[src/rtl/ethernet_mdio_controller.sv]
// -----------------------------------------------------------------------------
// ethernet_mdio_controller
//
// Clause-22 MDIO management master for the board's RMII PHY. Host register
// read/write requests are serialised onto MDC/MDIO. When enabled, periodic
// polls of the PHY status register (BMSR, reg 1) keep a link_up flag current.
// Everything runs in the 50 MHz clock50 domain on the rising edge.
//
// Handshake: a request is accepted in any cycle where req_valid && req_ready.
// req_valid may be raised at any time; request fields are captured on the
// acceptance edge, so the host may change them afterwards. The response is a
// single-cycle rsp_valid pulse with no back-pressure.
//
// Ports
//   clock50, resetn          clock and asynchronous active-low reset
//   req_valid/req_ready      host request handshake
//   req_write/req_reg/       request kind (1 = write), REGAD, write data
//   req_wdata
//   rsp_valid/rsp_rdata      completion pulse and read data (0 for writes)
//   poll_enable              enable periodic BMSR polling
//   link_up                  BMSR bit 2 from the last completed poll
//   busy                     frame in progress (host or poll)
//   mdc, mdio_o, mdio_oe     management clock, MDIO drive value and enable
//   mdio_i                   MDIO pad input
//   dbg_state_o              current FSM state
// -----------------------------------------------------------------------------
module ethernet_mdio_controller #(
  parameter int unsigned CLK_DIV       = 20,
  parameter logic [4:0]  PHY_ADDR      = 5'd1,
  parameter int unsigned POLL_INTERVAL = 500000
) (
  input  logic        clock50,
  input  logic        resetn,
  input  logic        req_valid,
  output logic        req_ready,
  input  logic        req_write,
  input  logic [4:0]  req_reg,
  input  logic [15:0] req_wdata,
  output logic        rsp_valid,
  output logic [15:0] rsp_rdata,
  input  logic        poll_enable,
  output logic        link_up,
  output logic        busy,
  output logic        mdc,
  output logic        mdio_o,
  output logic        mdio_oe,
  input  logic        mdio_i,
  output logic [2:0]  dbg_state_o
);

  localparam int DW = (CLK_DIV > 1) ? $clog2(CLK_DIV) : 1;
  localparam int PW = $clog2(POLL_INTERVAL + 1);
  localparam logic [DW-1:0] DIV_LAST  = DW'(CLK_DIV - 1);
  localparam logic [DW-1:0] DIV_PRE   = DW'(CLK_DIV - 2);
  localparam logic [PW-1:0] POLL_LAST = PW'(POLL_INTERVAL - 1);

  typedef enum logic [2:0] {
    S_IDLE = 3'd0,
    S_PRE  = 3'd1,
    S_CMD  = 3'd2,
    S_TA   = 3'd3,
    S_DATA = 3'd4,
    S_END  = 3'd5
  } state_e;

  state_e        state_q, state_d;
  logic [4:0]    bit_cnt_q, bit_cnt_d;
  logic [DW-1:0] div_q, div_d;
  logic          mdc_q, mdc_d;
  logic          mdio_o_q, mdio_o_d;
  logic          mdio_oe_q, mdio_oe_d;
  logic          req_ready_q, req_ready_d;
  logic          rsp_valid_q, rsp_valid_d;
  logic [15:0]   rsp_rdata_q, rsp_rdata_d;
  logic          link_up_q, link_up_d;
  logic          busy_q, busy_d;
  logic [PW-1:0] poll_cnt_q, poll_cnt_d;
  logic          poll_pending_q, poll_pending_d;
  logic          poll_en_q, poll_en_d;
  logic          write_q, write_d;
  logic          poll_q, poll_d;
  logic [4:0]    reg_q, reg_d;
  logic [15:0]   wdata_q, wdata_d;
  logic [15:0]   rdata_q, rdata_d;

  logic          half_end, bit_end, sample, finish;
  logic          start_host, start_poll;
  state_e        nst;
  logic [4:0]    ncnt;
  logic [13:0]   cmd_bits;

  // ST, OP, PHYAD, REGAD shifted out MSB-first during CMD.
  assign cmd_bits = {2'b01, (write_q ? 2'b01 : 2'b10), PHY_ADDR, reg_q};

  always_comb begin
    state_d        = state_q;
    bit_cnt_d      = bit_cnt_q;
    div_d          = div_q;
    mdc_d          = mdc_q;
    mdio_o_d       = mdio_o_q;
    mdio_oe_d      = mdio_oe_q;
    rsp_valid_d    = 1'b0;
    rsp_rdata_d    = rsp_rdata_q;
    link_up_d      = link_up_q;
    poll_cnt_d     = poll_cnt_q;
    poll_pending_d = poll_pending_q;
    poll_en_d      = poll_enable;
    write_d        = write_q;
    poll_d         = poll_q;
    reg_d          = reg_q;
    wdata_d        = wdata_q;
    rdata_d        = rdata_q;
    nst            = state_q;
    ncnt           = bit_cnt_q;

    half_end   = (div_q == DIV_LAST);
    bit_end    = mdc_q && half_end;
    // Read bits are taken in the last cycle of the MDC low half.
    sample     = !mdc_q && half_end && (state_q == S_DATA);
    // Completion is flagged one cycle early so the registered pulse lines up
    // with the END->IDLE cycle.
    finish     = (state_q == S_END) && mdc_q && (div_q == DIV_PRE);
    start_host = (state_q == S_IDLE) && req_ready_q && req_valid;
    start_poll = (state_q == S_IDLE) && req_ready_q && !req_valid && poll_pending_q;

    if (state_q == S_IDLE) begin
      if (start_host || start_poll) begin
        state_d   = S_PRE;
        bit_cnt_d = 5'd31;
        div_d     = '0;
        mdc_d     = 1'b0;
        mdio_o_d  = 1'b1;
        mdio_oe_d = 1'b1;
        rdata_d   = '0;
        write_d   = start_host && req_write;
        poll_d    = start_poll;
        reg_d     = start_host ? req_reg : 5'd1;
        wdata_d   = start_host ? req_wdata : 16'h0000;
      end
    end else begin
      div_d = half_end ? '0 : div_q + DW'(1);
      if (half_end) mdc_d = !mdc_q;
      if (sample) rdata_d = {rdata_q[14:0], mdio_i};
      if (finish) begin
        if (poll_q) begin
          link_up_d = rdata_q[2];
        end else begin
          rsp_valid_d = 1'b1;
          rsp_rdata_d = write_q ? 16'h0000 : rdata_q;
        end
      end
      if (bit_end) begin
        if (bit_cnt_q != 5'd0) begin
          ncnt = bit_cnt_q - 5'd1;
        end else begin
          case (state_q)
            S_PRE:   begin nst = S_CMD;  ncnt = 5'd13; end
            S_CMD:   begin nst = S_TA;   ncnt = 5'd1;  end
            S_TA:    begin nst = S_DATA; ncnt = 5'd15; end
            S_DATA:  begin nst = S_END;  ncnt = 5'd0;  end
            default: begin nst = S_IDLE; ncnt = 5'd0;  end
          endcase
        end
        state_d   = nst;
        bit_cnt_d = ncnt;
        // New bit value is launched on the MDC falling edge.
        case (nst)
          S_PRE: begin
            mdio_o_d  = 1'b1;
            mdio_oe_d = 1'b1;
          end
          S_CMD: begin
            mdio_o_d  = cmd_bits[ncnt[3:0]];
            mdio_oe_d = 1'b1;
          end
          S_TA: begin
            mdio_o_d  = write_q ? ncnt[0] : 1'b1;
            mdio_oe_d = write_q;
          end
          S_DATA: begin
            mdio_o_d  = write_q ? wdata_q[ncnt[3:0]] : 1'b1;
            mdio_oe_d = write_q;
          end
          default: begin
            mdio_o_d  = 1'b1;
            mdio_oe_d = 1'b0;
          end
        endcase
      end
    end

    // Poll timer: the rising edge of poll_enable requests a poll at once.
    if (!poll_enable) begin
      poll_cnt_d     = '0;
      poll_pending_d = 1'b0;
    end else begin
      poll_pending_d = poll_pending_q && !start_poll;
      if (poll_cnt_q == POLL_LAST) begin
        poll_cnt_d     = '0;
        poll_pending_d = 1'b1;
      end else begin
        poll_cnt_d = poll_cnt_q + PW'(1);
      end
      if (!poll_en_q) poll_pending_d = 1'b1;
    end

    req_ready_d = (state_d == S_IDLE);
    busy_d      = (state_d != S_IDLE);
  end

  always_ff @(posedge clock50 or negedge resetn) begin
    if (!resetn) begin
      state_q        <= S_IDLE;
      bit_cnt_q      <= '0;
      div_q          <= '0;
      mdc_q          <= 1'b0;
      mdio_o_q       <= 1'b1;
      mdio_oe_q      <= 1'b0;
      req_ready_q    <= 1'b0;
      rsp_valid_q    <= 1'b0;
      rsp_rdata_q    <= '0;
      link_up_q      <= 1'b0;
      busy_q         <= 1'b0;
      poll_cnt_q     <= '0;
      poll_pending_q <= 1'b0;
      poll_en_q      <= 1'b0;
      write_q        <= 1'b0;
      poll_q         <= 1'b0;
      reg_q          <= '0;
      wdata_q        <= '0;
      rdata_q        <= '0;
    end else begin
      state_q        <= state_d;
      bit_cnt_q      <= bit_cnt_d;
      div_q          <= div_d;
      mdc_q          <= mdc_d;
      mdio_o_q       <= mdio_o_d;
      mdio_oe_q      <= mdio_oe_d;
      req_ready_q    <= req_ready_d;
      rsp_valid_q    <= rsp_valid_d;
      rsp_rdata_q    <= rsp_rdata_d;
      link_up_q      <= link_up_d;
      busy_q         <= busy_d;
      poll_cnt_q     <= poll_cnt_d;
      poll_pending_q <= poll_pending_d;
      poll_en_q      <= poll_en_d;
      write_q        <= write_d;
      poll_q         <= poll_d;
      reg_q          <= reg_d;
      wdata_q        <= wdata_d;
      rdata_q        <= rdata_d;
    end
  end

  assign req_ready   = req_ready_q;
  assign rsp_valid   = rsp_valid_q;
  assign rsp_rdata   = rsp_rdata_q;
  assign link_up     = link_up_q;
  assign busy        = busy_q;
  assign mdc         = mdc_q;
  assign mdio_o      = mdio_o_q;
  assign mdio_oe     = mdio_oe_q;
  assign dbg_state_o = state_q;

endmodule

[config.mk]
export PLATFORM = sky130hd
export DESIGN_NAME = ethernet_mdio_controller
export DESIGN_NICKNAME = d
export VERILOG_FILES = /design/src/rtl/ethernet_mdio_controller.sv
export SDC_FILE = /design/constraint.sdc
export NUM_CORES = 1
export LEC_CHECK = 0
export BUFFER_PORTS_ARGS = -buffer_cell sky130_fd_sc_hd__buf_4
export CAP_MARGIN = 20
export CORE_UTILIZATION = 35
export DETAILED_ROUTE_END_ITERATION = 12
export SETUP_SLACK_MARGIN = 0.3
export SLEW_MARGIN = 20
export SYNTH_ARGS = -nofsm -noshare
export SYNTH_HDL_FRONTEND = slang
export SYNTH_SLANG_ARGS = --single-unit
[constraint.sdc]
create_clock -name clock50 -period 6.2 [get_ports clock50]
set_input_delay 0.62 -clock clock50 [delete_from_list [all_inputs] [get_ports clock50]]
set_output_delay 0.62 -clock clock50 [all_outputs]
set_load 0.02 [all_outputs]
==> metrics.md, run 1 <==
| Metric | Value |
|---|---|
| Outcome | `finished clean` |
| GRT Overall Usage | `0.1542` |
| Area of the multi-input gates | `1922 sq um` |
| Main flop type after synthesis | `dfrtp_1` |
| Post-Syn Instances | `453` |
| Area grow syn2layout | `19.23%` |
| Setup CP Type | `reg -> reg` |
| Gpl congestion | `0.8211` |
| Sequential fraction of the synthesis area | `0.5417` |
| CP cell instances | `inv_1 > ha_1 > nor4b_4 > mux2i_1 > inv_1 > ha_1 > nor3_1 > o221ai_1 > nand2_1 > a21oi_1 > a21oi_1` |
| Number of synthesized flops with an enable pin | `0` |
| Mapped Area | `4437 sq um` |
| P_leak | `2.319 nW` |
| Syn_nets | `486` |
| Largest net degree at the start of global routing | `64` |
| Final ANT Viol Nets | `0` |
| Period utilization | `0.4642` |
| Setup bufs post-CTS | `0` |
| Synth top area cells | `dfrtp_1, nand2_1, o21ai_0` |
| CTS sink cnt | `96` |
| Core Box Area | `12160 sq um` |
| Flops & latches, synth | `96` |
| Die Width | `114.6 um` |
| CP max stage cell | `mux2i_1` |
| DR WL/cell | `13.88 um` |
| Fin. max-slew vios | `0` |
| Critical path arrival | `3.16 ns` |
| Max-cap viol count | `0` |
| # rows | `40` |
| Asr flop ratio synth | `1.000` |
| GRT Residual Overflow | `0` |
| Post_cts resized | `0` |
| Die area | `13130 sq um` |
| Clock-pin transition on the worst setup and hold timing paths | `0.06 ns` |
| WP data required | `6.48 ns` |
| Fmax | `347.4 MHz` |
| Worst-margin pin slew | `0.9844 ns` |
| Router iterations before antenna repair | `4` |
| Cts bufs inserted | `9` |
| Vias per inst | `4.942` |
| Crit-path leading delay family | `simple AND/OR/NAND/NOR gates` |
| CTS tree | `built` |
| # port buffers | `52` |
| Worst Setup SP | `bit_cnt_q[0]$_DFFE_PN0P_` |
| Filler Cell Count | `1217` |
| Worst-skew pair later-pin latency | `0.35 ns` |
| Final instance area | `5290 sq um` |
| Peak VDD IR | `106.0 uV` |
| Initial Util | `0.3648` |
| Crit-path max cell delay | `0.56 ns` |
| Minimum clock period | `2.878 ns` |
| RR Endpoint | `mdio_o$_DFFE_PN1P_` |
| RSZ-0062 raised after global routing | `no` |
| Area after DPL | `4997 sq um` |
| H-tree level count | `3` |
| Pwr per Cell Area | `227.6 nW/um^2` |
| CP Launch Type | `flip-flop` |
| Yosys cell types | `47` |
| Crit path capture | `mdio_o$_DFFE_PN1P_` |
| Sequential cell area | `2404 sq um` |
| DRT Wirelength | `9340 um` |
| Worst Setup End Kind | `flip-flop` |
| Detailed-route DRC error count | `0` |
| Yosys warning count | `0` |
| # diodes | `0` |
| Final setup violation count | `0` |
| Setup Skew | `0.005760 ns` |
| Final Hold Viols | `0` |
| Share of cells above drive strength 1 | `0.1584` |
| Root Driver | `clkbuf_16` |
| Die Ht | `114.6 um` |
| Post-synth top area share | `0.5358` |
| 1st-iter DRT viols | `229` |
| Vias in the first global route | `3105` |
| R2R depth | `11` |
| CP bufs+invs | `2` |
| Antenna violations before repair | `0` |
| Max clock buf depth | `2` |
| Largest area contributor in the netlist | `dfrtp_1` |
| NumNets Final | `534` |
| Hold crit path type | `in -> async` |
| Max-Slew Margin vs Limit | `0.3438` |
| First-pass GRT wire length | `15680 um` |
| Avg Cell Area, Syn | `9.794 sq um` |
| RR Startpoint | `bit_cnt_q[0]$_DFFE_PN0P_` |
| Setup TNS | `0 ns` |
| Crit path depth | `11` |
| CP Max Fanout | `9` |
| Dpl hpwl | `6410 um` |
| Via count | `3326` |
| R2r setup slk | `3.32 ns` |
| Ports | `53` |
| CTS hold repair buffers | `0` |
## per-layer routing
layer	vias to the layer above	share of wire	global-route usage
li1	1671	-	-
met4	0	0.018	0.06234
met2	71	0.43	0.2267
met1	1572	0.50	0.2171
met3	12	0.054	0.03812
met5	-	0	0
## through the flow
step | utilization | setup WS [ns] | instances | power [mW] | hold WS (ns)
after floorplan | - | 3.700 | 453 | 0.6470 | 0.3244
after global placement | 0.4109 | 3.436 | 658 | 0.6747 | 0.4523
after detailed placement | 0.4109 | 3.347 | 658 | 0.6752 | 0.4449
after CTS | 0.4350 | 3.331 | 673 | 1.219 | 0.2255
after global routing | 0.4350 | 3.046 | 673 | 1.251 | 0.2427
final | 0.4350 | 3.322 | 673 | 1.204 | 0.2146
## cell usage after synthesis (3+ instances only)
library cell	count
or3_1	3
xor2_1	10
mux2i_1	15
a22o_1	20
nand2_1	94
and3_1	5
nand4_1	3
o21ai_0	47
nor3_1	16
nand2b_1	4
clkbuf_1	17
ha_1	6
dfrtp_1	95
inv_1	8
xnor2_1	9
nand3_1	12
mux2_2	4
nor2_1	32
a21oi_1	10
and2_1	5
nand3b_1	3
## worst reg2reg max path, stage by stage, from the launching register on
cell and delay (ns):
dfrtp_1 0.41, inv_1 0.11, ha_1 0.20, nor4b_4 0.49
mux2i_1 0.56, inv_1 0.16, ha_1 0.30, nor3_1 0.18
o221ai_1 0.13, nand2_1 0.09, a21oi_1 0.06, a21oi_1 0.13
## worst min-delay path by stage
stage	startpoint	endpoint	slack [ns]	cells after the start
floorplan	resetn	bit_cnt_q[0]$_DFFE_PN0P_	0.32	0
global placement	poll_q$_DFFE_PN0P_	rsp_valid$_DFF_PN0_	0.45	1
detailed placement	poll_q$_DFFE_PN0P_	rsp_valid$_DFF_PN0_	0.44	1
CTS	resetn	wdata_q[8]$_DFFE_PN0P_	0.23	1
global route	resetn	wdata_q[10]$_DFFE_PN0P_	0.24	1
finish	resetn	wdata_q[8]$_DFFE_PN0P_	0.21	1
## cell type report
class,count,area share
multi-input cells,328,0.3633
inverters,9,0.006386
flip-flops and latches,96,0.4544
well taps,168,0.03974
repair buffers,57,0.08089
clock inverters,3,0.004967
clock buffers,12,0.05038
## state kept, by name (all words and copies together) (netlist names), 3 cells and up
name	count
wdata_q	16
reg_q	5
dbg_state_o	3
div_q	5
bit_cnt_q	5
rdata_q	16
poll_cnt_q	19
rsp_rdata	16
## layout by cell type, fill, tap and decap left out, types with 5 or more instances in the layout
cell type	instances
dfrtp_1	95
nand2_1	94
buf_4	57
o21ai_0	47
nor2_1	32
a22o_1	20
nor3_1	15
mux2i_1	15
nand3_1	12
a21oi_1	10
xor2_1	10
xnor2_1	9
clkbuf_16	9
inv_1	8
ha_1	6
and2_1	5
and3_1	5
## where the power goes
part,internal (mW),total (mW),switching [mW]
clock network,0.305,0.542,0.237
logic,0.0129,0.0316,0.0188
registers,0.629,0.630,0.00193
## kinds of logic (layout without fill, tap and decap cells)
| kind of cell | count (synthesis) | after routing | share of synthesized area |
|---|---|---|---|
| flip-flops | 96 | 96 | 0.5417 |
| XOR/XNOR | 19 | 19 | 0.03751 |
| buffers and inverters | 29 | 81 | 0.02623 |
| AND/OR/NAND/NOR | 187 | 187 | 0.1926 |
| multiplexers | 19 | 19 | 0.04399 |
| adder cells (fa/ha/maj) | 6 | 6 | 0.01692 |
| AO/OA/AOI/OAI | 97 | 97 | 0.1410 |
Note: power is estimated with default switching activity, not from simulation.
==> run 2, diff against run 1 <==
==> constraint.sdc (replaced) <==
create_clock -name clock50 -period 2.9 [get_ports clock50]
set_input_delay 0.29 -clock clock50 [delete_from_list [all_inputs] [get_ports clock50]]
set_output_delay 0.29 -clock clock50 [all_outputs]
set_load 0.02 [all_outputs]
==> metrics.md, run 2 (synthesis gave the netlist of run 1 again) <==
| Metric | Value |
|---|---|
| Period utilization | `0.8489` |
| Clock-pin transition on the worst setup and hold timing paths | `0.07 ns` |
| Most frequent cells in the layout | `dfrtp_1, nand2_1, buf_4` |
| Final Hold Viols | `2` |
| Most common cell after layout, fill and taps aside | `dfrtp_1` |
| Max-Slew Margin vs Limit | `0.5394` |
| Largest register FFs | `19` |
| Vias in the first global route | `3382` |
| Peak VDD IR | `222.0 uV` |
| R2r setup slk | `0.44 ns` |
| Core Box Area | `12160 sq um` |
| CTS tree | `built` |
| Worst Setup SP | `bit_cnt_q[1]$_DFFE_PN0P_` |
| NumNets Final | `547` |
| Sequential cell area | `2404 sq um` |
| Die Width | `114.6 um` |
| Worst-margin pin slew | `0.6910 ns` |
| Combinational Power Share | `0.026` |
| Largest net degree at the start of global routing | `56` |
| CP Launch Type | `flip-flop` |
| Hold crit path type | `in -> async` |
| DR WL/cell | `13.68 um` |
| Most used cell, CP | `o21ai_0` |
| Antenna violations before repair | `0` |
| Root Driver | `clkbuf_16` |
| P_leak | `2.393 nW` |
| Detailed-route DRC error count | `0` |
| # rows | `40` |
| RR Endpoint | `busy$_DFF_PN0_` |
| Dpl hpwl | `6481 um` |
| Die Ht | `114.6 um` |
| Failing checks | `negative hold slack` |
| CP Max Fanout | `6` |
| Setup CP Type | `reg -> reg` |
| H-tree level count | `3` |
| WP data required | `3.11 ns` |
| Switching power share of the total | `0.2131` |
| Area of the multi-input gates | `1939 sq um` |
| Clock share of power | `0.455` |
| P_sw | `553.7 uW` |
| Worst-skew pair later-pin latency | `0.33 ns` |
| Crit path depth | `7` |
| Sequential Power Share | `0.519` |
| Crit-path max cell delay | `0.52 ns` |
| Area grow syn2layout | `22.25%` |
| RR Startpoint | `bit_cnt_q[1]$_DFFE_PN0P_` |
| Fmax | `406.2 MHz` |
| # diodes | `0` |
| CP cell instances | `inv_1 > ha_2 > or4b_1 > or3_4 > o21ai_0 > o21ai_0 > or3_1` |
| CP bufs+invs | `1` |
| Int Pwr | `2.044 mW` |
| Share of cells above drive strength 1 | `0.1892` |
| First-pass GRT wire length | `16340 um` |
| CTS sink cnt | `96` |
| R2R depth | `7` |
| Reg with most FFs | `poll_cnt_q` |
| Worst Setup End Kind | `flip-flop` |
| Setup Skew | `0.005871 ns` |
| Hold Slack | `-0.004987 ns` |
| RSZ-0062 raised after global routing | `no` |
| # port buffers | `52` |
| CP max stage cell | `or4b_1` |
| Ports | `53` |
| Max clock buf depth | `2` |
| Final ANT Viol Nets | `0` |
| Gpl congestion | `0.8675` |
| Setup TNS | `0 ns` |
| Final setup violation count | `0` |
| Die area | `13130 sq um` |
| Vias per inst | `4.981` |
| Filler Cell Count | `1199` |
| GRT Residual Overflow | `0` |
| Router iterations before antenna repair | `4` |
| Crit-path leading delay family | `simple AND/OR/NAND/NOR gates` |
| 1st-iter DRT viols | `211` |
| Initial Util | `0.3648` |
| Via count | `3417` |
| Outcome | `complete, but fails checks` |
| Pwr per Cell Area | `479.0 nW/um^2` |
| Cts bufs inserted | `9` |
| Minimum clock period | `2.462 ns` |
| Critical path arrival | `2.67 ns` |
| Fin. max-slew vios | `0` |
| DRT Wirelength | `9384 um` |
| Max-cap viol count | `0` |
| Crit path capture | `busy$_DFF_PN0_` |
| GRT Overall Usage | `0.1576` |
run 2: timing repair:
action,in CTS,in global routing
buffers inserted,0,2
gates resized for setup,0,8
endpoints found under the setup margin,0,2
hold buffers,0,0
run 2: layout make-up:
class | count | share of cell area
Clock buffer | 9 | 0.04152
Clock inverter | 6 | 0.01269
Inverter | 9 | 0.006228
Multi-Input combinational cell | 328 | 0.3576
Sequential cell | 96 | 0.4431
Tap cell | 168 | 0.03875
Timing Repair Buffer | 70 | 0.1001
run 2: how the worst min path moves through the flow:
stage          slack, ns    from  cells after the start                        to
2_1_floorplan     -0.006  resetn                      0  bit_cnt_q[0]$_DFFE_PN0P_
3_3_place_gp        0.38  resetn                      1   wdata_q[12]$_DFFE_PN0P_
3_5_place_dp        0.39  resetn                      1   wdata_q[14]$_DFFE_PN0P_
4_1_cts             0.03  resetn                      1   wdata_q[14]$_DFFE_PN0P_
5_1_grt             0.06  resetn                      1      reg_q[4]$_DFFE_PN0P_
6_report          -0.005  resetn                      1   wdata_q[14]$_DFFE_PN0P_
run 2: worst reg2reg max path, cell delays in order (launching register included):
cell	delay, ns
dfrtp_1	0.38
inv_1	0.12
ha_2	0.21
or4b_1	0.52
or3_4	0.43
o21ai_0	0.20
o21ai_0	0.16
or3_1	0.34
run 2: stage by stage:
stage	worst slack (ns)	utilization	instance area (sq um)	power, mW	instances
detailed placement	0.4212	0.4181	5085	1.444	668
CTS	0.4062	0.4423	5379	2.635	683
global route	0.3217	0.4460	5424	2.701	686
floorplan	0.3996	-	4437	1.383	453
global placement	0.4891	0.4181	5085	1.443	668
finish	0.4381	0.4460	5424	2.598	686
run 2: power by group through the flow:
stage / clock network, mW / registers (mW) / logic (mW)
6_report: 1.18 / 1.35 / 0.0678
5_1_grt: 1.27 / 1.35 / 0.0795
4_1_cts: 1.22 / 1.35 / 0.0713
3_5_place_dp: 0 / 1.37 / 0.0712
3_3_place_gp: 0 / 1.37 / 0.0702
2_1_floorplan: 0 / 1.37 / 0.0106
run 2: routing by layer:
layer	GRT usage	share of wire	up-vias
met4	0.05281	0.0091	0
met1	0.2169	0.50	1650
met2	0.2440	0.45	60
met3	0.03759	0.034	6
met5	0	0	-
li1	-	-	1701
